--- src/rtl/usb_pkg.sv ---
// rtl/usb_pkg.sv - USB PID constants and transmit scheduler state encoding
package usb_pkg;

  localparam logic [7:0] PID_ACK   = 8'hD2;
  localparam logic [7:0] PID_NAK   = 8'h5A;
  localparam logic [7:0] PID_DATA0 = 8'hC3;
  localparam logic [7:0] PID_DATA1 = 8'h4B;
  localparam logic [7:0] PID_IN    = 8'h69;
  localparam logic [7:0] PID_OUT   = 8'hE1;

  typedef enum logic [2:0] {
    ST_IDLE,
    ST_HS_START,
    ST_HS_WAIT,
    ST_D_START,
    ST_D_BYTE,
    ST_D_WAIT,
    ST_ACK_WAIT
  } tx_sched_state_t;

endpackage

--- src/rtl/usb_tx_payload_mux.sv ---
// rtl/usb_tx_payload_mux.sv - nonce result register, byte index and payload byte selection
module usb_tx_payload_mux #(
  parameter int NONCE_BYTES = 4
) (
  input  logic                     clk,
  input  logic                     n_rst,
  input  logic                     capture_i,
  input  logic [8*NONCE_BYTES-1:0] nonce_i,
  input  logic                     idx_clr_i,
  input  logic                     idx_inc_i,
  input  logic                     data_en_i,
  output logic [7:0]               tx_data_o,
  output logic                     tx_last_o
);

  localparam int IDX_W = (NONCE_BYTES > 1) ? $clog2(NONCE_BYTES) : 1;

  logic [8*NONCE_BYTES-1:0] result_q, result_d;
  logic [IDX_W-1:0]         byte_idx_q, byte_idx_d;
  logic [7:0]               cur_byte;
  logic                     last_byte;

  // Next result and index: capture gating is decided by the scheduler.
  always_comb begin
    result_d   = capture_i ? nonce_i : result_q;
    byte_idx_d = byte_idx_q;
    if (idx_clr_i) begin
      byte_idx_d = '0;
    end else if (idx_inc_i) begin
      byte_idx_d = byte_idx_q + 1'b1;
    end
  end

  // Result and byte index registers.
  always_ff @(posedge clk or negedge n_rst) begin
    if (!n_rst) begin
      result_q   <= '0;
      byte_idx_q <= '0;
    end else begin
      result_q   <= result_d;
      byte_idx_q <= byte_idx_d;
    end
  end

  // Payload goes out LSB first; outputs read zero outside the byte phase.
  always_comb begin
    cur_byte = 8'h00;
    for (int i = 0; i < NONCE_BYTES; i++) begin
      if (byte_idx_q == IDX_W'(i)) begin
        cur_byte = result_q[8*i +: 8];
      end
    end
    last_byte = (byte_idx_q == IDX_W'(NONCE_BYTES - 1));
    tx_data_o = data_en_i ? cur_byte : 8'h00;
    tx_last_o = data_en_i & last_byte;
  end

endmodule

--- src/rtl/usb_tx_scheduler.sv ---
// rtl/usb_tx_scheduler.sv - USB TX encoder scheduler; USB_TX_STATS_EN adds event counters
module usb_tx_scheduler
  import usb_pkg::*;
#(
  parameter int NONCE_BYTES = 4,
  parameter int ACK_TIMEOUT = 64
`ifdef USB_TX_STATS_EN
  ,
  parameter int STAT_W = 16
`endif
) (
  input  logic                     clk,
  input  logic                     n_rst,
  input  logic                     transmit_ack,
  input  logic                     transmit_nack,
  input  logic                     host_ready,
  input  logic                     hash_done,
  input  logic [8*NONCE_BYTES-1:0] nonce,
  input  logic                     host_ack,
  output logic                     tx_start,
  output logic [7:0]               tx_pid,
  output logic [7:0]               tx_data,
  output logic                     tx_data_valid,
  input  logic                     tx_data_ready,
  output logic                     tx_last,
  input  logic                     tx_done,
  output logic                     result_pending,
  output logic                     result_overrun,
  output logic                     busy
`ifdef USB_TX_STATS_EN
  ,
  output logic [STAT_W-1:0]        stat_hs_cnt,
  output logic [STAT_W-1:0]        stat_data_cnt,
  output logic [STAT_W-1:0]        stat_timeout_cnt
`endif
);

  localparam int CNT_W = $clog2(ACK_TIMEOUT + 1);
  localparam logic [CNT_W-1:0] TIMEOUT_VAL = CNT_W'(ACK_TIMEOUT);

  tx_sched_state_t  state_q, state_d;
  logic             nack_req_q, nack_req_d, nack_clr;
  logic             ack_req_q, ack_req_d, ack_clr;
  logic             in_req_q, in_req_d, in_clr;
  logic             pending_q, pending_d, pending_clr;
  logic             toggle_q, toggle_d;
  logic             overrun_q, overrun_d;
  logic [7:0]       pid_q, pid_d;
  logic [CNT_W-1:0] cnt_q, cnt_d;
  logic             capture_ok, capture;
  logic             idx_clr, idx_inc;

  // Request latches (set wins over clear), result capture window and overrun detect.
  always_comb begin
    nack_req_d = transmit_nack | (nack_req_q & ~nack_clr);
    ack_req_d  = transmit_ack  | (ack_req_q  & ~ack_clr);
    in_req_d   = host_ready    | (in_req_q   & ~in_clr);
    capture_ok = (state_q == ST_IDLE) || (state_q == ST_HS_START) || (state_q == ST_HS_WAIT);
    capture    = hash_done & capture_ok;
    overrun_d  = hash_done & ~capture_ok;
    pending_d  = capture | (pending_q & ~pending_clr);
  end

  // Next-state logic: arbitration in IDLE, packet sequencing, host ACK wait with timeout.
  always_comb begin
    state_d     = state_q;
    pid_d       = pid_q;
    toggle_d    = toggle_q;
    cnt_d       = cnt_q;
    nack_clr    = 1'b0;
    ack_clr     = 1'b0;
    in_clr      = 1'b0;
    pending_clr = 1'b0;
    idx_clr     = 1'b0;
    idx_inc     = 1'b0;
    case (state_q)
      ST_IDLE: begin
        if (nack_req_q) begin
          nack_clr = 1'b1;
          pid_d    = PID_NAK;
          state_d  = ST_HS_START;
        end else if (ack_req_q) begin
          ack_clr = 1'b1;
          pid_d   = PID_ACK;
          state_d = ST_HS_START;
        end else if (in_req_q) begin
          in_clr = 1'b1;
          if (pending_q) begin
            pid_d   = toggle_q ? PID_DATA1 : PID_DATA0;
            state_d = ST_D_START;
          end else begin
            pid_d   = PID_NAK;
            state_d = ST_HS_START;
          end
        end
      end
      ST_HS_START: state_d = ST_HS_WAIT;
      ST_HS_WAIT: begin
        if (tx_done) state_d = ST_IDLE;
      end
      ST_D_START: begin
        idx_clr = 1'b1;
        state_d = ST_D_BYTE;
      end
      ST_D_BYTE: begin
        if (tx_data_ready) begin
          if (tx_last) state_d = ST_D_WAIT;
          else         idx_inc = 1'b1;
        end
      end
      ST_D_WAIT: begin
        cnt_d = '0;
        if (tx_done) state_d = ST_ACK_WAIT;
      end
      ST_ACK_WAIT: begin
        if (host_ack) begin
          toggle_d    = ~toggle_q;
          pending_clr = 1'b1;
          state_d     = ST_IDLE;
        end else if (cnt_q == TIMEOUT_VAL) begin
          state_d = ST_IDLE;
        end else begin
          cnt_d = cnt_q + 1'b1;
        end
      end
      default: state_d = ST_IDLE;
    endcase
  end

  // State and control registers.
  always_ff @(posedge clk or negedge n_rst) begin
    if (!n_rst) begin
      state_q    <= ST_IDLE;
      nack_req_q <= 1'b0;
      ack_req_q  <= 1'b0;
      in_req_q   <= 1'b0;
      pending_q  <= 1'b0;
      toggle_q   <= 1'b0;
      overrun_q  <= 1'b0;
      pid_q      <= 8'h00;
      cnt_q      <= '0;
    end else begin
      state_q    <= state_d;
      nack_req_q <= nack_req_d;
      ack_req_q  <= ack_req_d;
      in_req_q   <= in_req_d;
      pending_q  <= pending_d;
      toggle_q   <= toggle_d;
      overrun_q  <= overrun_d;
      pid_q      <= pid_d;
      cnt_q      <= cnt_d;
    end
  end

  usb_tx_payload_mux #(
    .NONCE_BYTES(NONCE_BYTES)
  ) u_payload (
    .clk      (clk),
    .n_rst    (n_rst),
    .capture_i(capture),
    .nonce_i  (nonce),
    .idx_clr_i(idx_clr),
    .idx_inc_i(idx_inc),
    .data_en_i(tx_data_valid),
    .tx_data_o(tx_data),
    .tx_last_o(tx_last)
  );

  assign tx_start       = (state_q == ST_HS_START) || (state_q == ST_D_START);
  assign tx_data_valid  = (state_q == ST_D_BYTE);
  assign busy           = (state_q != ST_IDLE);
  assign tx_pid         = pid_q;
  assign result_pending = pending_q;
  assign result_overrun = overrun_q;

`ifdef USB_TX_STATS_EN
  logic [STAT_W-1:0] hs_cnt_q, data_cnt_q, to_cnt_q;
  logic              timeout_hit;

  assign timeout_hit = (state_q == ST_ACK_WAIT) && !host_ack && (cnt_q == TIMEOUT_VAL);

  // Saturating event counters; each START state lasts exactly one cycle per entry.
  always_ff @(posedge clk or negedge n_rst) begin
    if (!n_rst) begin
      hs_cnt_q   <= '0;
      data_cnt_q <= '0;
      to_cnt_q   <= '0;
    end else begin
      if ((state_q == ST_HS_START) && (hs_cnt_q != '1)) hs_cnt_q <= hs_cnt_q + 1'b1;
      if ((state_q == ST_D_START) && (data_cnt_q != '1)) data_cnt_q <= data_cnt_q + 1'b1;
      if (timeout_hit && (to_cnt_q != '1)) to_cnt_q <= to_cnt_q + 1'b1;
    end
  end

  assign stat_hs_cnt      = hs_cnt_q;
  assign stat_data_cnt    = data_cnt_q;
  assign stat_timeout_cnt = to_cnt_q;
`endif

endmodule

--- config.mk ---
export PLATFORM = sky130hd
export DESIGN_NAME = usb_tx_scheduler
export DESIGN_NICKNAME = d
export VERILOG_FILES = /design/src/rtl/usb_pkg.sv /design/src/rtl/usb_tx_payload_mux.sv /design/src/rtl/usb_tx_scheduler.sv
export SDC_FILE = /design/constraint.sdc
export NUM_CORES = 1
export LEC_CHECK = 0
export ABC_CLOCK_PERIOD_IN_PS = 2000
export BUFFER_PORTS_ARGS = -buffer_cell sky130_fd_sc_hd__buf_2
export CORE_AREA = 4 4 80 82
export DETAILED_ROUTE_END_ITERATION = 8
export DIE_AREA = 0 0 84 86
export GPL_TIMING_DRIVEN = 0
export PLACE_DENSITY = 0.75
export SLEW_MARGIN = 10
export SYNTH_ARGS = -nofsm -noshare
export SYNTH_HDL_FRONTEND = slang
export SYNTH_HIERARCHICAL = 1
export SYNTH_SLANG_ARGS = --single-unit
--- constraint.sdc ---
create_clock -name clk -period 2 [get_ports clk]
set_clock_uncertainty 0.2 [all_clocks]
set_input_delay 0.1 -clock clk [delete_from_list [all_inputs] [get_ports clk]]
set_output_delay 0.1 -clock clk [all_outputs]
set_load 0.02 [all_outputs]
Word level (Yosys, flattened, before mapping)

Cells that the tools add are included.
W data, S select, Z words.

Word-level logic and storage cells: 102
Input bits: 41
RAM bits: 0
Register bits: 58
Memory bits (read-only): 0
Output and inout port bits: 22
Latch bits: 0
Memories: 0

Mux-type cells: 41
Equal/unequal tests: 18
Shifts and indexed selects: 0
Reductions and logical operators: 13
Multipliers: 0
Add/sub/neg operators: 2
$lt $le $gt $ge: 0
Div/mod/pow operators: 0
Bitwise logic cells: 17

Operators with widths:

| cell                  | number |
|---|---|
| $mux W8               | 10 |
| $mux W3               | 9 |
| $pmux W3 S7           | 1 |
| $mux W1               | 15 |
| $mux W7               | 2 |
| $pmux W7 S2           | 1 |
| $ne A2 B2 Y1 const B  | 6 |
| $eq A3 B3 Y1 const B  | 3 |
| $add A7 B1 Y7 const B | 1 |
| $and A1 B1 Y1         | 7 |
| $eq A7 B7 Y1 const B  | 1 |
| $eq A3 B2 Y1 const B  | 2 |
| $mux W2               | 3 |
| $not A1 Y1            | 6 |
| $reduce_and A6 Y1     | 1 |
| $reduce_bool A3 Y1    | 2 |
| $eq A2 B2 Y1 const B  | 2 |
| $ne A4 B4 Y1 const B  | 1 |
| $or A1 B1 Y1          | 4 |
| $reduce_and A2 Y1     | 2 |
| $reduce_bool A2 Y1    | 2 |
| $eq A3 B1 Y1 const B  | 1 |
| $logic_not A3 Y1      | 1 |
| $logic_or A1 B1 Y1    | 3 |
| other kinds (5)       | 5 |

Longest topological paths before layout

Depth in word-level cells: 7
Mapped depth: 7
Gate-level depth less buffers: 5

Hierarchy

The synthesis kept the hierarchy.

Modules (own cells, without submodules):

| module             | area each (um2) | instances | seq. area each (um2) | cells each |
|---|---|---|---|---|
| usb_tx_payload_mux | 1614.0          | 1         | 850.8                | 121 |
| usb_tx_scheduler   | 1046.0          | 1         | 525.5                | 105 |

Worst setup path before layout

Ideal clock, no wire load.

Path kind: reg2reg
Start: register state_q[2]
End: register u_payload.byte_idx_q[1]
Slack: -674 ps
Stages on the path, launching flop included: 8
Clock period less this slack: 2674 ps
Required time: 1682 ps
Arrival time: 2356 ps
Path through: dfrtp_1 -> clkbuf_1 -> nor3b_1 -> and2_1 -> clkbuf_1 -> and3b_1 -> mux2i_1 -> nor2_1

Cells in the longest elaborated chain, start to end: 6

RTL lines:

| element                      | RTL line                 | text |
|---|---|---|
| start, declared              | usb_tx_scheduler.sv:41   | `tx_sched_state_t state_q, state_d;` |
| start signal, assigned       | usb_tx_scheduler.sv:143  | `state_q <= state_d;` |
| $eq A3 B3 Y1                 | usb_tx_scheduler.sv:170  | `assign tx_data_valid = (state_q == ST_D_BYTE);` |
| net tx_data_valid            | usb_tx_scheduler.sv:23   | `output logic tx_data_valid,` |
| $and A1 B1 Y1                | usb_tx_payload_mux.sv:55 | `tx_last_o = data_en_i & last_byte;` |
| net tx_last                  | usb_tx_scheduler.sv:25   | `output logic tx_last,` |
| $mux W1                      | usb_tx_scheduler.sv:107  | `if (tx_last) state_d = ST_D_WAIT;` |
| $mux W1                      | usb_tx_scheduler.sv:106  | `if (tx_data_ready) begin` |
| $mux W1                      | usb_tx_scheduler.sv:76   | `case (state_q)` |
| net idx_inc                  | usb_tx_scheduler.sv:51   | `logic idx_clr, idx_inc;` |
| $reduce_bool A2 Y1 (no line) | n/a                      |  |
| end signal, assigned         | usb_tx_payload_mux.sv:41 | `byte_idx_q <= byte_idx_d;` |
| end, declared                | usb_tx_payload_mux.sv:19 | `logic [IDX_W-1:0] byte_idx_q, byte_idx_d;` |

The timed path passes the listed nets, and every way through them passes these cells.
A chain may end at the register's enable or synchronous reset.

Worst setup path in the final report

Start: register u_payload.byte_idx_q[1]
End: output port tx_data[4]

Cells in the longest elaborated chain, start to end: 6

RTL lines:

| element               | RTL line                 | text |
|---|---|---|
| $logic_not A2 Y1      | usb_tx_payload_mux.sv:49 | `if (byte_idx_q == IDX_W'(i)) begin` |
| $mux W8 (3 in series) | usb_tx_payload_mux.sv:49 |  |
| $mux W8 (*)           | usb_tx_payload_mux.sv:49 |  |
| $mux W8 (*)           | usb_tx_payload_mux.sv:54 | `tx_data_o = data_en_i ? cur_byte : 8'h00;` |
| end, declared         | usb_tx_scheduler.sv:22   | `output logic [7:0] tx_data,` |

Mark *: on every way between the ends. The rest lies on a longest branch, timed or not.

==> reports/results.ini <==
[status]
status=complete, but fails checks
violations=negative setup slack

[floorplanning]
core_area_um2=5750
rows=28
start_util_pct=46.3
die_area_um2=7220
io-pin-count=63
die_w_um=84
die_y_um=86

[worst_setup_path]
crit_path_start_kind=flip-flop
critPathKind=reg2out
cp_max_fo=7
end_kind=output port
reg2regPathDepth=6
r2r_slack_ns=0.01
critical_path_required_ns=1.70
r2r_end=cnt_q[3]
r2r-start=state_q[0]
arrival_ns=1.82

[clock_tree]
clock-sinks=55
numCtsBuffers=5
tritoncts=done
cts_root_buffer=clkbuf_8
h-tree-depth=2
cts_buffer_depth=2
clk_latency_ns=0.30
clkTransAtPathRegs_ns=0.09

[timing]
slew_headroom_pct=53.9
hold_violations=0
fin_crit_sh_pct=106
rsz0062_at_grt=yes
slew_violations=0
tns_ns=-0.721
fin_crit_ns=2.12
tightest_slew_ns=0.691
setup_violations=8
fmaxAchievable_ghz=0.473
setup_slack_ns=-0.116

[layout]
diodes=0
drive_gt1_share_pct=42.4
fillerInstances=426
fin_util_pct=67.6
synthToLayoutAreaGrowth_pct=45.9
finalNetCount=395
fin_cells=424

[detailed_routing]
vias=2163
routedWlPerCell_um=15.3
drt_iter0_markers=49
maxUsedRoutingLayer=met4
wl_met2_um=3220
wl_met3_um=258
wl_met1_um=2910
remaining_drc_errors=0
routed_wl_um=6500
via_per_inst=5.10
drt_pass1_iterations=4
ant_nets=0

[synth]
syn-cell-area_um2=2660
synth_area_per_cell_um2=11.8
synth-seq-cells=55
synthCells=226
synth_cell_types=44
synthArstFlopShare_pct=100
yosys_warnings=6
synth_edf_count=0
yosysSeqAreaShare_pct=51.7
yosys_most_used_dff=dfrtp_1

[grt]
grt_first_pass_wirelength_um=10500
grt_max_degree=56
gr-total-overflow=0
antenna_found_initial=0
grt_pass1_vias=2223
track_usage_pct=18.0

[pwr]
leakagePower_nw=1.69
power_density_nw_per_um2=1360
irDropWorstVdd_mv=0.742

[placed_design]
port_buffers=60
place_inst=362
dp_hpwl_um=4110
place.gp.congestion=0.839

[worst_hold_path]
min_to=state_q[0]
worstHoldStart=tx_data_ready
hold_path_class=in2reg
hold-path-cell-count=3

[job]
maxCapViolations=0

==> cells in the final DEF, fill, tap and decap left out, types with 2 or more instances in the layout <==
master,count
inv_2,3
o21ai_1,11
xnor2_1,2
nand3_1,10
conb_1,2
a21o_1,4
clkbuf_8,6
inv_1,3
nand3b_1,2
dlygate4sd3_1,39
nor4_1,2
buf_4,24
o21ai_0,12
nand2_1,13
mux2_2,30
nor2b_4,2
and2_1,3
buf_6,9
or4_1,3
buf_12,2
a211oi_1,2
buf_2,52
dfrtp_1,54
a221oi_4,6
nor2_1,5
nand2b_1,3
mux2_1,2
a21oi_1,2
clkinvlp_4,2
ha_1,4
o22a_1,2
or3_1,2
a311o_1,2
a31oi_1,2
nor2b_1,3
ha_4,2
==> cells by family (layout without fill, tap and decap cells) <==
group	Yosys count	in the layout	share of synthesized area, %
AO/OA/AOI/OAI	51	51	14.3
AND/OR/NAND/NOR	56	56	11.7
flip-flops	55	55	51.7
XOR/XNOR	2	2	0.659
multiplexers	33	33	13.9
other	1	2	0.141
adder cells (fa/ha/maj)	6	6	2.82
buffers and inverters	22	144	4.66
==> metal layers <==
| metal | up-vias | GRT usage (%) |
|---|---|---|
| li1 | 1057 | - |
| met1 | 1036 | 22.7 |
| met2 | 60 | 32.3 |
| met3 | 10 | 3.94 |
| met4 | 0 | 3.07 |
| met5 | - | 0 |
==> sequential cells by signal, indices dropped and copies added (netlist names) <==
register,cells
nack_req_q,1
cnt_q,7
in_req_q,1
state_q,3
u_payload/byte_idx_q,2
toggle_q,1
result_pending,1
ack_req_q,1
u_payload/result_q,32
tx_pid,5
result_overrun,1
==> synthesized netlist by cell type (4+ instances only) <==
cell | n | share of area, %
mux2_2 | 30 | 13
inv_1 | 7 | 0.99
buf_4 | 6 | 1.7
nand3_1 | 10 | 1.9
nand2_1 | 13 | 1.8
o21ai_0 | 17 | 3.2
nor2_1 | 5 | 0.71
a221oi_2 | 7 | 4.0
o21ai_1 | 7 | 1.3
clkbuf_1 | 4 | 0.56
a21o_1 | 4 | 1.1
dfrtp_1 | 55 | 52
ha_1 | 6 | 2.8
nor2b_1 | 4 | 0.94
==> worst max path at each step <==
stage,from,endpoint,slack (ns),cells past startpoint
2_1_floorplan,state_q[2],u_payload/byte_idx_q[1],0.02,7
3_3_place_gp,state_q[0],tx_data[6],-0.18,6
3_5_place_dp,state_q[2],tx_data[6],-0.17,6
4_1_cts,u_payload/byte_idx_q[1],tx_data[4],-0.12,8
5_1_grt,state_q[0],tx_data[0],-0.22,6
6_report,u_payload/byte_idx_q[1],tx_data[4],-0.12,8
==> layout make-up <==
cell class	instances	area (µm²)	area share, %
tap	75	93.8	2.42
clock buffer	6	72.6	1.87
clock inverter	2	12.5	0.322
multi-input combinational	150	1290	33.1
inverter	7	30.0	0.774
buffer	14	143	3.68
timing repair buffer	115	866	22.3
sequential	55	1380	35.5
==> critical path, stage by stage, from the launching register on <==
cell,delay [ns]
dfrtp_1,0.43
inv_2,0.11
ha_4,0.13
buf_6,0.11
nor2b_4,0.04
buf_12,0.14
a221oi_4,0.28
o21ai_1,0.11
buf_4,0.16
==> stage by stage <==
stage	instance area [µm²]	setup WS, ns	hold slack (ns)	power [mW]
6_report	3880	-0.116	0.0453	5.30
5_1_grt	3880	-0.220	0.0756	5.67
4_1_cts	3760	-0.115	0.0294	5.04
3_5_place_dp	3080	-0.167	0.0873	3.95
3_3_place_gp	3080	-0.175	0.0775	3.87
2_1_floorplan	2680	0.0204	-0.396	3.39
==> power by group <==
| part | internal [mW] | leakage (nW) | total (mW) | switching, mW |
|---|---|---|---|---|
| registers | 1.58 | 0.649 | 1.95 | 0.366 |
| clock network | 0.246 | 0.0412 | 0.597 | 0.351 |
| logic | 1.48 | 1.00 | 2.75 | 1.27 |
| total | 3.31 | 1.69 | 5.30 | 1.99 |
==> timing repair <==
item | 4_1_cts | 5_1_grt
endpoints found under the hold margin | 97 | 0
resized for setup | 29 | 24
endpoints found under the setup margin | 46 | 45
pin swaps | 9 | 10
setup buffers | 12 | 5
hold buffers | 39 | 0
Power figures use the tool's default switching activity.
